--- src/rtl/csr_access_ctrl.sv ---
`default_nettype none
// ============================================================================
// Module     : csr_access_ctrl
// Description: Initiator for the core CSR port. It issues a CSRRW/RS/RC access
//              for one cycle and returns the old CSR value with an error flag.
//              CSR_RO_CHECK_EN rejects writes to the read-only space addr[11:10]==2'b11.
// Revision   : 1.0  initial release
// ============================================================================
module csr_access_ctrl #(
    parameter logic [31:0] ERR_RDATA = 32'h0000_0000,
    parameter int          CNT_W     = 16
) (
    input  logic             clk_i,
    input  logic             rst_i,
    input  logic             req_valid_i,
    output logic             req_ready_o,
    input  logic [11:0]      req_addr_i,
    input  logic [31:0]      req_data_i,
    input  logic [1:0]       req_op_i,
    input  logic             req_nowr_i,
    output logic             rsp_valid_o,
    input  logic             rsp_ready_i,
    output logic [31:0]      rsp_data_o,
    output logic             rsp_err_o,
    output logic [11:0]      csr_addr_o,
    output logic [31:0]      csr_data_o,
    output logic [1:0]       csr_op_o,
    output logic             csr_we_o,
    input  logic [31:0]      csr_data_i,
    output logic [CNT_W-1:0] err_cnt_o
);

    typedef enum logic [1:0] {
        ST_IDLE  = 2'd0,
        ST_ISSUE = 2'd1,
        ST_RESP  = 2'd2
    } state_t;

    localparam logic [CNT_W-1:0] c_cnt_max = '1;

    state_t r_state;
    state_t w_state_nxt;
    logic   r_err;
    logic   w_req_hs;
    logic   w_rsp_hs;
    logic   w_wr;
    logic   w_err;

    assign req_ready_o = (r_state == ST_IDLE);
    assign w_req_hs    = req_valid_i & req_ready_o;
    assign w_rsp_hs    = rsp_valid_o & rsp_ready_i;

    // RS/RC with a zero operand read without writing; RW always writes.
    assign w_wr = (req_op_i == 2'b01) | ((req_op_i != 2'b00) & ~req_nowr_i);

`ifdef CSR_RO_CHECK_EN
    assign w_err = (req_op_i == 2'b00) | (w_wr & (req_addr_i[11:10] == 2'b11));
`else
    assign w_err = (req_op_i == 2'b00);
`endif

    always_ff @(posedge clk_i) begin
        if (rst_i) begin
            r_state <= ST_IDLE;
        end else begin
            r_state <= w_state_nxt;
        end
    end

    always_comb begin
        w_state_nxt = r_state;
        case (r_state)
            ST_IDLE:  if (w_req_hs) w_state_nxt = ST_ISSUE;
            ST_ISSUE: w_state_nxt = ST_RESP;
            ST_RESP:  if (w_rsp_hs) w_state_nxt = ST_IDLE;
            default:  w_state_nxt = ST_IDLE;
        endcase
    end

    always_ff @(posedge clk_i) begin
        if (rst_i) begin
            r_err       <= 1'b0;
            rsp_valid_o <= 1'b0;
            rsp_err_o   <= 1'b0;
            rsp_data_o  <= 32'h0;
            csr_addr_o  <= 12'h0;
            csr_data_o  <= 32'h0;
            csr_op_o    <= 2'b00;
            csr_we_o    <= 1'b0;
            err_cnt_o   <= '0;
        end else begin
            case (r_state)
                ST_IDLE: begin
                    if (w_req_hs) begin
                        csr_addr_o <= req_addr_i;
                        csr_data_o <= req_data_i;
                        csr_op_o   <= req_op_i;
                        csr_we_o   <= w_wr & ~w_err;
                        r_err      <= w_err;
                    end
                end
                ST_ISSUE: begin
                    rsp_data_o  <= r_err ? ERR_RDATA : csr_data_i;
                    rsp_err_o   <= r_err;
                    rsp_valid_o <= 1'b1;
                    csr_we_o    <= 1'b0;
                    csr_op_o    <= 2'b00;
                end
                ST_RESP: begin
                    if (w_rsp_hs) begin
                        rsp_valid_o <= 1'b0;
                        if (rsp_err_o && (err_cnt_o != c_cnt_max)) begin
                            err_cnt_o <= err_cnt_o + 1'b1;
                        end
                    end
                end
                default: begin
                    csr_we_o <= 1'b0;
                end
            endcase
        end
    end

endmodule
`default_nettype wire

--- config.mk ---
export PLATFORM = sky130hd
export DESIGN_NAME = csr_access_ctrl
export DESIGN_NICKNAME = d
export VERILOG_FILES = /design/src/rtl/csr_access_ctrl.sv
export SDC_FILE = /design/constraint.sdc
export NUM_CORES = 1
export LEC_CHECK = 0
export ABC_AREA = 1
export ABC_CLOCK_PERIOD_IN_PS = 3670
export CAP_MARGIN = 20
export CORE_ASPECT_RATIO = 0.5
export CORE_UTILIZATION = 44
export CTS_CLUSTER_DIAMETER = 80
export CTS_CLUSTER_SIZE = 12
export DETAILED_ROUTE_END_ITERATION = 8
export PLACE_DENSITY = 0.85
export SYNTH_ARGS = -nofsm -noshare
export SYNTH_HDL_FRONTEND = slang
export SYNTH_SLANG_ARGS = --single-unit
--- constraint.sdc ---
create_clock -name clk_i -period 3.67 [get_ports clk_i]
set_input_delay 0.734 -clock clk_i [delete_from_list [all_inputs] [get_ports clk_i]]
set_output_delay 0.734 -clock clk_i [all_outputs]
set_load 0.01 [all_outputs]
==> results of run 1 <==
## registers in the layout, summed over array words and instances, names as in the netlist
name,count
err_cnt_o,16
csr_addr_o,12
r_err,1
rsp_valid_o,1
csr_data_o,32
r_state,2
rsp_err_o,1
csr_we_o,1
rsp_data_o,32
csr_op_o,2
## metrics by stage
stage	hold WS, ns	total power, mW	cells	instance area (sq um)	util, %
after floorplan	0.486	1.40	504	3920	-
after global placement	0.452	1.63	772	5740	69.0
after detailed placement	0.457	1.64	772	5740	69.0
after CTS	0.467	2.56	788	6030	72.6
after global routing	0.483	2.65	788	6030	72.6
final	0.465	2.53	788	6030	72.6
## tightest hold or removal path, cell delays in order (launching register included)
cell and delay [ns]:
dfxtp_1 0.31, nand2_1 0.06, a21oi_1 0.05
## Yosys cell counts
library cell,n
nor2_1,130
dfxtp_1,100
nand2_1,90
o21ai_0,47
a21oi_1,29
inv_1,18
a22oi_1,15
buf_2,15
nand3_1,12
clkbuf_1,8
nor2_4,6
nand4_1,5
buf_6,4
xor2_1,4
inv_2,3
a21oi_2,2
nand2_2,2
nand2_4,2
nand3b_1,2
nor3_1,2
a32o_1,1
clkinv_2,1
ha_1,1
nand2_8,1
nand3_4,1
nor2_2,1
nor2_8,1
xnor2_1,1
## power breakdown
part / internal (mW) / total [mW] / switching, mW / leakage, nW
clock: 0.533 / 0.916 / 0.383 / 0.152
sequential: 1.15 / 1.19 / 0.0382 / 0.820
combinational: 0.237 / 0.423 / 0.186 / 1.34
total: 1.92 / 2.53 / 0.607 / 2.31
## cells by family after synthesis
group	Yosys count
flops	100
xor+xnor	5
simple gates	255
fa+ha+maj	1
buf+inv	49
compound gates	94
## area by class of cell
cell class	count	area share (%)
clock inverter	3	0.311
tap	112	2.32
inverter	22	1.39
timing repair buffer	183	30.2
clock buffer	13	4.64
multi-input combinational	355	27.9
sequential	100	33.2
## placed cells by master, fill, tap and decap left out, types with 2 or more instances in the layout
cell type,synthesis,routed
a21oi_1,29,29
a21oi_2,2,2
a22oi_1,15,15
buf_4,0,3
clkbuf_16,0,9
clkbuf_8,0,4
clkdlybuf4s50_1,0,180
clkinv_2,1,3
dfxtp_1,100,100
inv_1,18,18
inv_2,3,3
nand2_1,90,90
nand2_2,2,2
nand2_4,2,2
nand3_1,12,12
nand3b_1,2,2
nand4_1,5,5
nor2_1,130,130
nor2_4,6,6
nor3_1,2,2
o21ai_0,47,47
xor2_1,4,4
## worst max-delay path by stage
| stage | slack, ns | start | end |
|---|---|---|---|
| after floorplan | 2.13 | rst_i | csr_addr_o[0] |
| after global placement | 1.14 | req_valid_i | csr_op_o[0] |
| after detailed placement | 1.10 | req_valid_i | csr_op_o[0] |
| after CTS | 1.43 | req_valid_i | csr_op_o[1] |
| after global routing | 1.29 | req_valid_i | csr_op_o[0] |
| final | 1.44 | req_valid_i | csr_op_o[1] |
## layer usage
metal  global-route usage [%]  wire length, um  up-vias
met2                     42.0             4980      114
met5                        0                0        -
met1                     24.3             4280     1712
met4                     8.29              240        0
li1                         -                -     1954
met3                     6.14              598       21
==> out/qor.yml, run 1 <==
path_delay_family: "buffers and inverters"
crit_buf_inv: 3
critPathMostFrequentCell: "nand2_1"
clock-sinks: 100
setup-violations-final: 0
r2r_start: "r_state[1]"
n_fill_cell: 662
report.final.slew_viol_count: 0
worst-path-stages: 7
drtAntennaViolNets: 0
seq_area_sq_mm: 0.00200
fin_ws_ns: 1.44
dieHeight_um: 68.8
synth-simple-area-share_pct: 28.3
synth_fa_ha_area_share_pct: 0.319
pre_cts_ws_ns: 1.10
synthXorXnorAreaFrac_pct: 1.12
drc: 0
vias_per_cell: 4.82
clk_latency_ns: 0.33
run_status: "completed"
min_to: "rsp_data_o[15]"
root_buffer: "clkbuf_16"
rsz0062_at_grt: "no"
fp.dieW_um: 136
power_density_mw_per_mm2: 420
drt_iter0_markers: 179
min_period_ns: 2.23
regToRegSetupSlack_ns: 1.80
grt_pass1_wl_um: 16100
cp-end-kind: "flip-flop"
wire_per_inst_um: 12.8
synth_top_family_by_area: "simple AND/OR/NAND/NOR gates"
cts_setup_buffers: 0
gp_congestion: 0.771
core_sq_mm: 0.00832
final.setup.tns_ns: 0
cp.arrival_ns: 2.46
io_buffers: 180
cts_tree: "yes"
cp_max_fo: 47
synth.top_cell.area_share_pct: 51.1
hold_viol_final: 0
htreeDepth: 3
required_ns: 3.90
cts.hold.buffers_added: 0
syn_area_sq_mm: 0.00392
firstDrtPassIters: 4
grt.total_usage_pct: 22.1
num_vias: 3801
crit_slowest_cell: "inv_2"
worst_pin_slew_ns: 0.758
hold_class: "reg -> reg"
synth_nets: 588
leakage_nw: 2.31
yosysTopAreaCell: "dfxtp_1"
syn_inst: 504
startpoint_type: "primary input"
fin_worst_skew_ns: 0.00572
reg2reg_depth: 7
dp_hpwl_um: 7000
yosys-top-cells-area: "dfxtp_1, nor2_1, nand2_1"
hold_depth: 2
cts_buffer_depth: 2
slew_headroom_pct: 49.4
muxShareOfSynthArea_pct: 0
fmax_mhz: 448
io_pins: 181
ys_types: 28
ys_warn_count: 0
num-nets-final: 755
ys_seq_elements: 100
maxCapViolations: 0
clkSlewWorstSetupHoldPaths_ns: 0.07
crit_type: "in -> reg"
cts_made_buffers: 9
ys_seq_area_share_pct: 51.1
post_cts_resized: 0
layout-drive-gt1-share_pct: 5.77
grt_max_degree: 48
dieArea_sq_mm: 0.00932
multi_input_comb_area_sq_mm: 0.00169
fp-row-count: 23
grt.overflow.total: 0
syn_avg_cell_area_sq_um: 7.78
synth_compound_area_share_pct: 13.3
worst_hold_startpoint: "rsp_data_o[15]"
drt_wl_total_um: 10100
max-vdd-ir-drop_uv: 258
cp_cell_sequence: "clkdlybuf4s50_1, nand2_1, buf_4, inv_2, nor2_1, nand3_1, nand2_1"
grt_pass1_vias: 3518
areaGrowthSynthToFinish_pct: 53.9
initial_utilization_pct: 47.1
grt_antenna_before_repair: 0
fin_crit_sh_pct: 60.8
reg2reg_to: "csr_op_o[1]"
diodes: 0
cpPeakStageDelay_ns: 0.61
No activity file was read; power rests on OpenSTA's default activity.
==> run 2: changes to the inputs <==
ABC_CLOCK_PERIOD_IN_PS = 2050   (was 3670)
CORE_UTILIZATION = 37   (was 44)
PLACE_DENSITY = 0.76   (was 0.85)
clock period = 2.05 ns   (was 3.67 ns; I/O delays follow)
==> run 2 against run 1 <==
  * Combinational power rose by 84%
  * Sequential share of layout area down 0.67 points
  * Sequential cell count unchanged
  * Count of clock-buffer cells in the layout down 2
  * Wire length up 0.48%
  * Power increased by 87%
  * Largest cell class unchanged
  * Largest power group unchanged
==> out/qor.yml, run 2 (same netlist as run 1, synthesis figures left out) <==
rsz0062_at_grt: "no"
dieArea_sq_mm: 0.0110
stdcell_count: 820
maxCapViolations: 0
fin_crit_sh_pct: 88.1
grt.overflow.total: 0
fp-row-count: 26
top_regs: "csr_data_o (32), rsp_data_o (32), err_cnt_o (16)"
cp.arrival_ns: 1.40
io_buffers: 180
cts_made_buffers: 9
cts_buffer_depth: 2
required_ns: 1.64
areaGrowthSynthToFinish_pct: 57.1
cts_setup_buffers: 0
reg2reg_depth: 9
startpoint_type: "flip-flop"
regToRegSetupSlack_ns: 0.47
vias_per_cell: 4.62
cts_tree: "yes"
reg2reg_to: "err_cnt_o[12]"
layout_commonest_cell: "clkdlybuf4s50_1"
clkSlewWorstSetupHoldPaths_ns: 0.07
drt_wl_total_um: 10100
fin_worst_skew_ns: 0.00426
multi_input_comb_area_sq_mm: 0.00169
fmax_mhz: 554
max-vdd-ir-drop_uv: 402
hold_viol_final: 0
io_pins: 181
seq_area_sq_mm: 0.00200
min_to: "rsp_data_o[1]"
dp_hpwl_um: 7210
grt_max_degree: 57
htreeDepth: 3
firstDrtPassIters: 4
min_period_ns: 1.81
drc: 0
slew_headroom_pct: 70.4
grt.total_usage_pct: 18.0
fin_ws_ns: 0.245
dp_cells: 805
drt_iter0_markers: 198
num-nets-final: 760
r2r_start: "err_cnt_o[0]"
grt_pass1_vias: 3445
initial_utilization_pct: 38.3
drtAntennaViolNets: 0
n_fill_cell: 966
post_cts_resized: 0
crit_type: "reg -> out"
wire_per_inst_um: 12.4
gp_congestion: 0.802
diodes: 0
num_vias: 3787
final_cell_mix: "clkdlybuf4s50_1, nor2_1, dfxtp_1"
core_sq_mm: 0.0102
fin_util_pct: 60.1
run_status: "completed"
hold_depth: 2
clock-sinks: 100
final.setup.tns_ns: 0
cp-end-kind: "primary output"
fp.dieW_um: 148
grt_antenna_before_repair: 0
hold_class: "reg -> reg"
grt_pass1_wl_um: 15900
clk_latency_ns: 0.33
worst_pin_slew_ns: 0.444
layout-drive-gt1-share_pct: 6.32
report.final.slew_viol_count: 0
worst_hold_startpoint: "rsp_data_o[1]"
dieHeight_um: 74.8
leakage_nw: 2.35
power_density_mw_per_mm2: 769
cts.hold.buffers_added: 0
cp_max_fo: 3
root_buffer: "clkbuf_16"
setup-violations-final: 0
pre_cts_ws_ns: 0.250
[run 2: changes by cell type in the layout (fill, tap and decap cells not counted)]
| cell | previous run | this run |
|---|---|---|
| buf_12 | 0 | 2 |
| buf_4 | 3 | 6 |
| bufinv_16 | 0 | 2 |
| clkbuf_8 | 4 | 2 |
| clkinv_2 | 3 | 2 |
| clkinv_4 | 1 | 0 |
| clkinvlp_4 | 0 | 1 |
[run 2: metal layers]
layer | share of wire, % | wire (um) | up-vias | global-route usage [%]
met2 | 51 | 5150 | 97 | 34.3
met1 | 42 | 4260 | 1725 | 19.8
met4 | 0.49 | 50 | 0 | 4.35
met5 | 0 | 0 | - | 0
met3 | 6.7 | 677 | 4 | 6.24
li1 | - | - | 1961 | -
[run 2: worst max path at each step]
stage                 startpoint            end  slack (ns)
floorplan           err_cnt_o[0]   err_cnt_o[3]        0.61
global placement     rsp_ready_i  err_cnt_o[13]        0.28
detailed placement   rsp_ready_i  err_cnt_o[13]        0.25
CTS                   r_state[1]    req_ready_o        0.22
global route          r_state[1]    req_ready_o        0.19
finish                r_state[1]    req_ready_o        0.24
[run 2: report_power, final]
part	switching, mW	internal [mW]
sequential	0.0660	2.07
clock	0.697	1.13
combinational	0.337	0.441
[run 2: layout make-up]
type	instances	share of cell area, %
Inverter	22	1.36
Clock buffer	11	4.10
Multi-Input combinational cell	355	27.4
Timing Repair Buffer	188	30.6
Tap cell	140	2.84
Sequential cell	100	32.5
Clock inverter	4	1.18
[run 2: worst max-delay path: stages, from the launching register on]
cell and delay (ns):
dfxtp_1 0.36, nor2_1 0.15, clkdlybuf4s50_1 0.56
[run 2: through the flow]
stage	hold WS, ns	power (mW)	area (sq um)
2_1_floorplan	0.486	2.50	3920
3_3_place_gp	0.451	2.95	5830
3_5_place_dp	0.455	2.96	5830
4_1_cts	0.466	4.79	6160
5_1_grt	0.483	4.96	6160
6_report	0.465	4.74	6160
==> run 3: changes to the inputs <==
MAX_ROUTING_LAYER = met4   (was default)
==> run 3 against run 2 <==
  * Clock power about the same
  * Register-to-register slack about the same
  * Count of clock-buffer cells in the layout unchanged
  * First-iteration DRC count down 3.0%
  * Clock skew up 0.00074 ns
  * Global-route usage up 0.61 points
  * Setup slack worse by 0.0015 ns
  * Power down 0.12%
  * Critical path type unchanged
  * Largest cell class unchanged
==> out/qor.yml, run 3 (same netlist as run 1, synthesis figures left out) <==
worst_hold_startpoint: "csr_op_o[1]"
post_cts_resized: 0
wl_met3_um: 612
hold_class: "reg -> reg"
cp_max_fo: 7
setup-violations-final: 0
wl_met2_um: 5120
initial_utilization_pct: 38.3
final.setup.tns_ns: 0
cpPeakStageDelay_ns: 0.59
fmax_mhz: 554
cp.arrival_ns: 1.40
drtAntennaViolNets: 0
cts_buffer_depth: 2
path_delay_family: "buffers and inverters"
maxCapViolations: 0
firstDrtPassIters: 5
cts.hold.buffers_added: 0
worst_pin_slew_ns: 0.441
cts_setup_buffers: 0
num-nets-final: 760
layout-drive-gt1-share_pct: 6.32
hold_viol_final: 0
fp-row-count: 26
leakage_nw: 2.35
fin_worst_skew_ns: 0.00500
startpoint_type: "flip-flop"
fin_crit_sh_pct: 88.1
core_sq_mm: 0.0102
cp-end-kind: "primary output"
grt_pass1_wl_um: 15900
dieArea_sq_mm: 0.0110
power_density_mw_per_mm2: 768
drt_iter0_markers: 192
top_layer_used: "met4"
vias_per_cell: 4.58
regToRegSetupSlack_ns: 0.47
grt_max_degree: 57
cts_tree: "yes"
crit_slowest_cell: "clkdlybuf4s50_1"
htreeDepth: 3
root_buffer: "clkbuf_16"
wire_per_inst_um: 12.3
layout_commonest_cell: "clkdlybuf4s50_1"
dieHeight_um: 74.8
clkSlewWorstSetupHoldPaths_ns: 0.07
clock-sinks: 100
reg2reg_depth: 9
grt.total_usage_pct: 18.7
p_sw_share_pct: 23.1
grt_antenna_before_repair: 0
io_buffers: 180
rsz0062_at_grt: "no"
required_ns: 1.64
gp_congestion: 0.813
min_period_ns: 1.81
cts_made_buffers: 9
clkPwrFrac_pct: 38.5
grt.overflow.total: 0
num_vias: 3757
crit_type: "reg -> out"
final_cell_mix: "clkdlybuf4s50_1, nor2_1, dfxtp_1"
n_fill_cell: 966
crit_buf_inv: 1
clk_latency_ns: 0.33
top_regs: "csr_data_o (32), rsp_data_o (32), err_cnt_o (16)"
hold_depth: 2
drt_wl_total_um: 10100
fin_util_pct: 60.1
p_comb_share_pct: 16.4
areaGrowthSynthToFinish_pct: 57.1
io_pins: 181
intPower_mw: 3.63
run_status: "completed"
wl_met1_um: 4340
p_seq_share_pct: 45.1
fp.dieW_um: 148
dp_hpwl_um: 7210
diodes: 0
slew_headroom_pct: 70.6
grt_pass1_vias: 3449
reg2reg_to: "err_cnt_o[12]"
switching_power_mw: 1.09
report.final.slew_viol_count: 0
drc: 0
min_to: "csr_op_o[1]"
cp_cell_sequence: "clkdlybuf4s50_1"
max-vdd-ir-drop_uv: 401
power_mw: 4.73
r2r_start: "err_cnt_o[0]"
## run 3: cell counts in the layout (fill, tap and decap cells not counted)
No cell type changed its count.
## run 3: worst max-delay path by stage
stage	from	to	slack, ns	depth (start not counted)
floorplan	err_cnt_o[0]	err_cnt_o[3]	0.61	9
global placement	rsp_ready_i	err_cnt_o[13]	0.28	8
detailed placement	rsp_ready_i	err_cnt_o[13]	0.25	8
CTS	r_state[1]	req_ready_o	0.22	2
global route	r_state[1]	req_ready_o	0.19	2
finish	err_cnt_o[9]	err_cnt_o[9]	0.24	1
## run 3: cell type report
cell class | count | area (sq um) | share of cell area, %
tap | 140 | 175 | 2.84
clock buffer | 11 | 253 | 4.10
timing repair buffer | 188 | 1890 | 30.6
inverter | 22 | 83.8 | 1.36
clock inverter | 4 | 72.6 | 1.18
multi-input combinational | 355 | 1690 | 27.4
sequential | 100 | 2000 | 32.5
## run 3: power groups by stage
| stage | clock network (mW) | logic (mW) | registers [mW] |
|---|---|---|---|
| floorplan | 0 | 0.268 | 2.23 |
| global placement | 0 | 0.774 | 2.17 |
| detailed placement | 0 | 0.784 | 2.18 |
| CTS | 1.87 | 0.788 | 2.13 |
| global route | 1.97 | 0.847 | 2.15 |
| finish | 1.82 | 0.777 | 2.13 |
## run 3: metal layers
metal / GRT usage [%] / vias to the layer above
met2: 34.3 / 93
met4: 4.35 / 0
met5: - / -
li1: - / 1959
met1: 20.1 / 1699
met3: 5.88 / 6
## run 3: through the flow
step / setup WS, ns / cell area, sq um / instances / hold WS (ns)
after floorplan: 0.612 / 3920 / 504 / 0.486
after global placement: 0.276 / 5830 / 805 / 0.451
after detailed placement: 0.250 / 5830 / 805 / 0.455
after CTS: 0.222 / 6160 / 820 / 0.466
after global routing: 0.186 / 6160 / 820 / 0.483
final: 0.243 / 6160 / 820 / 0.463
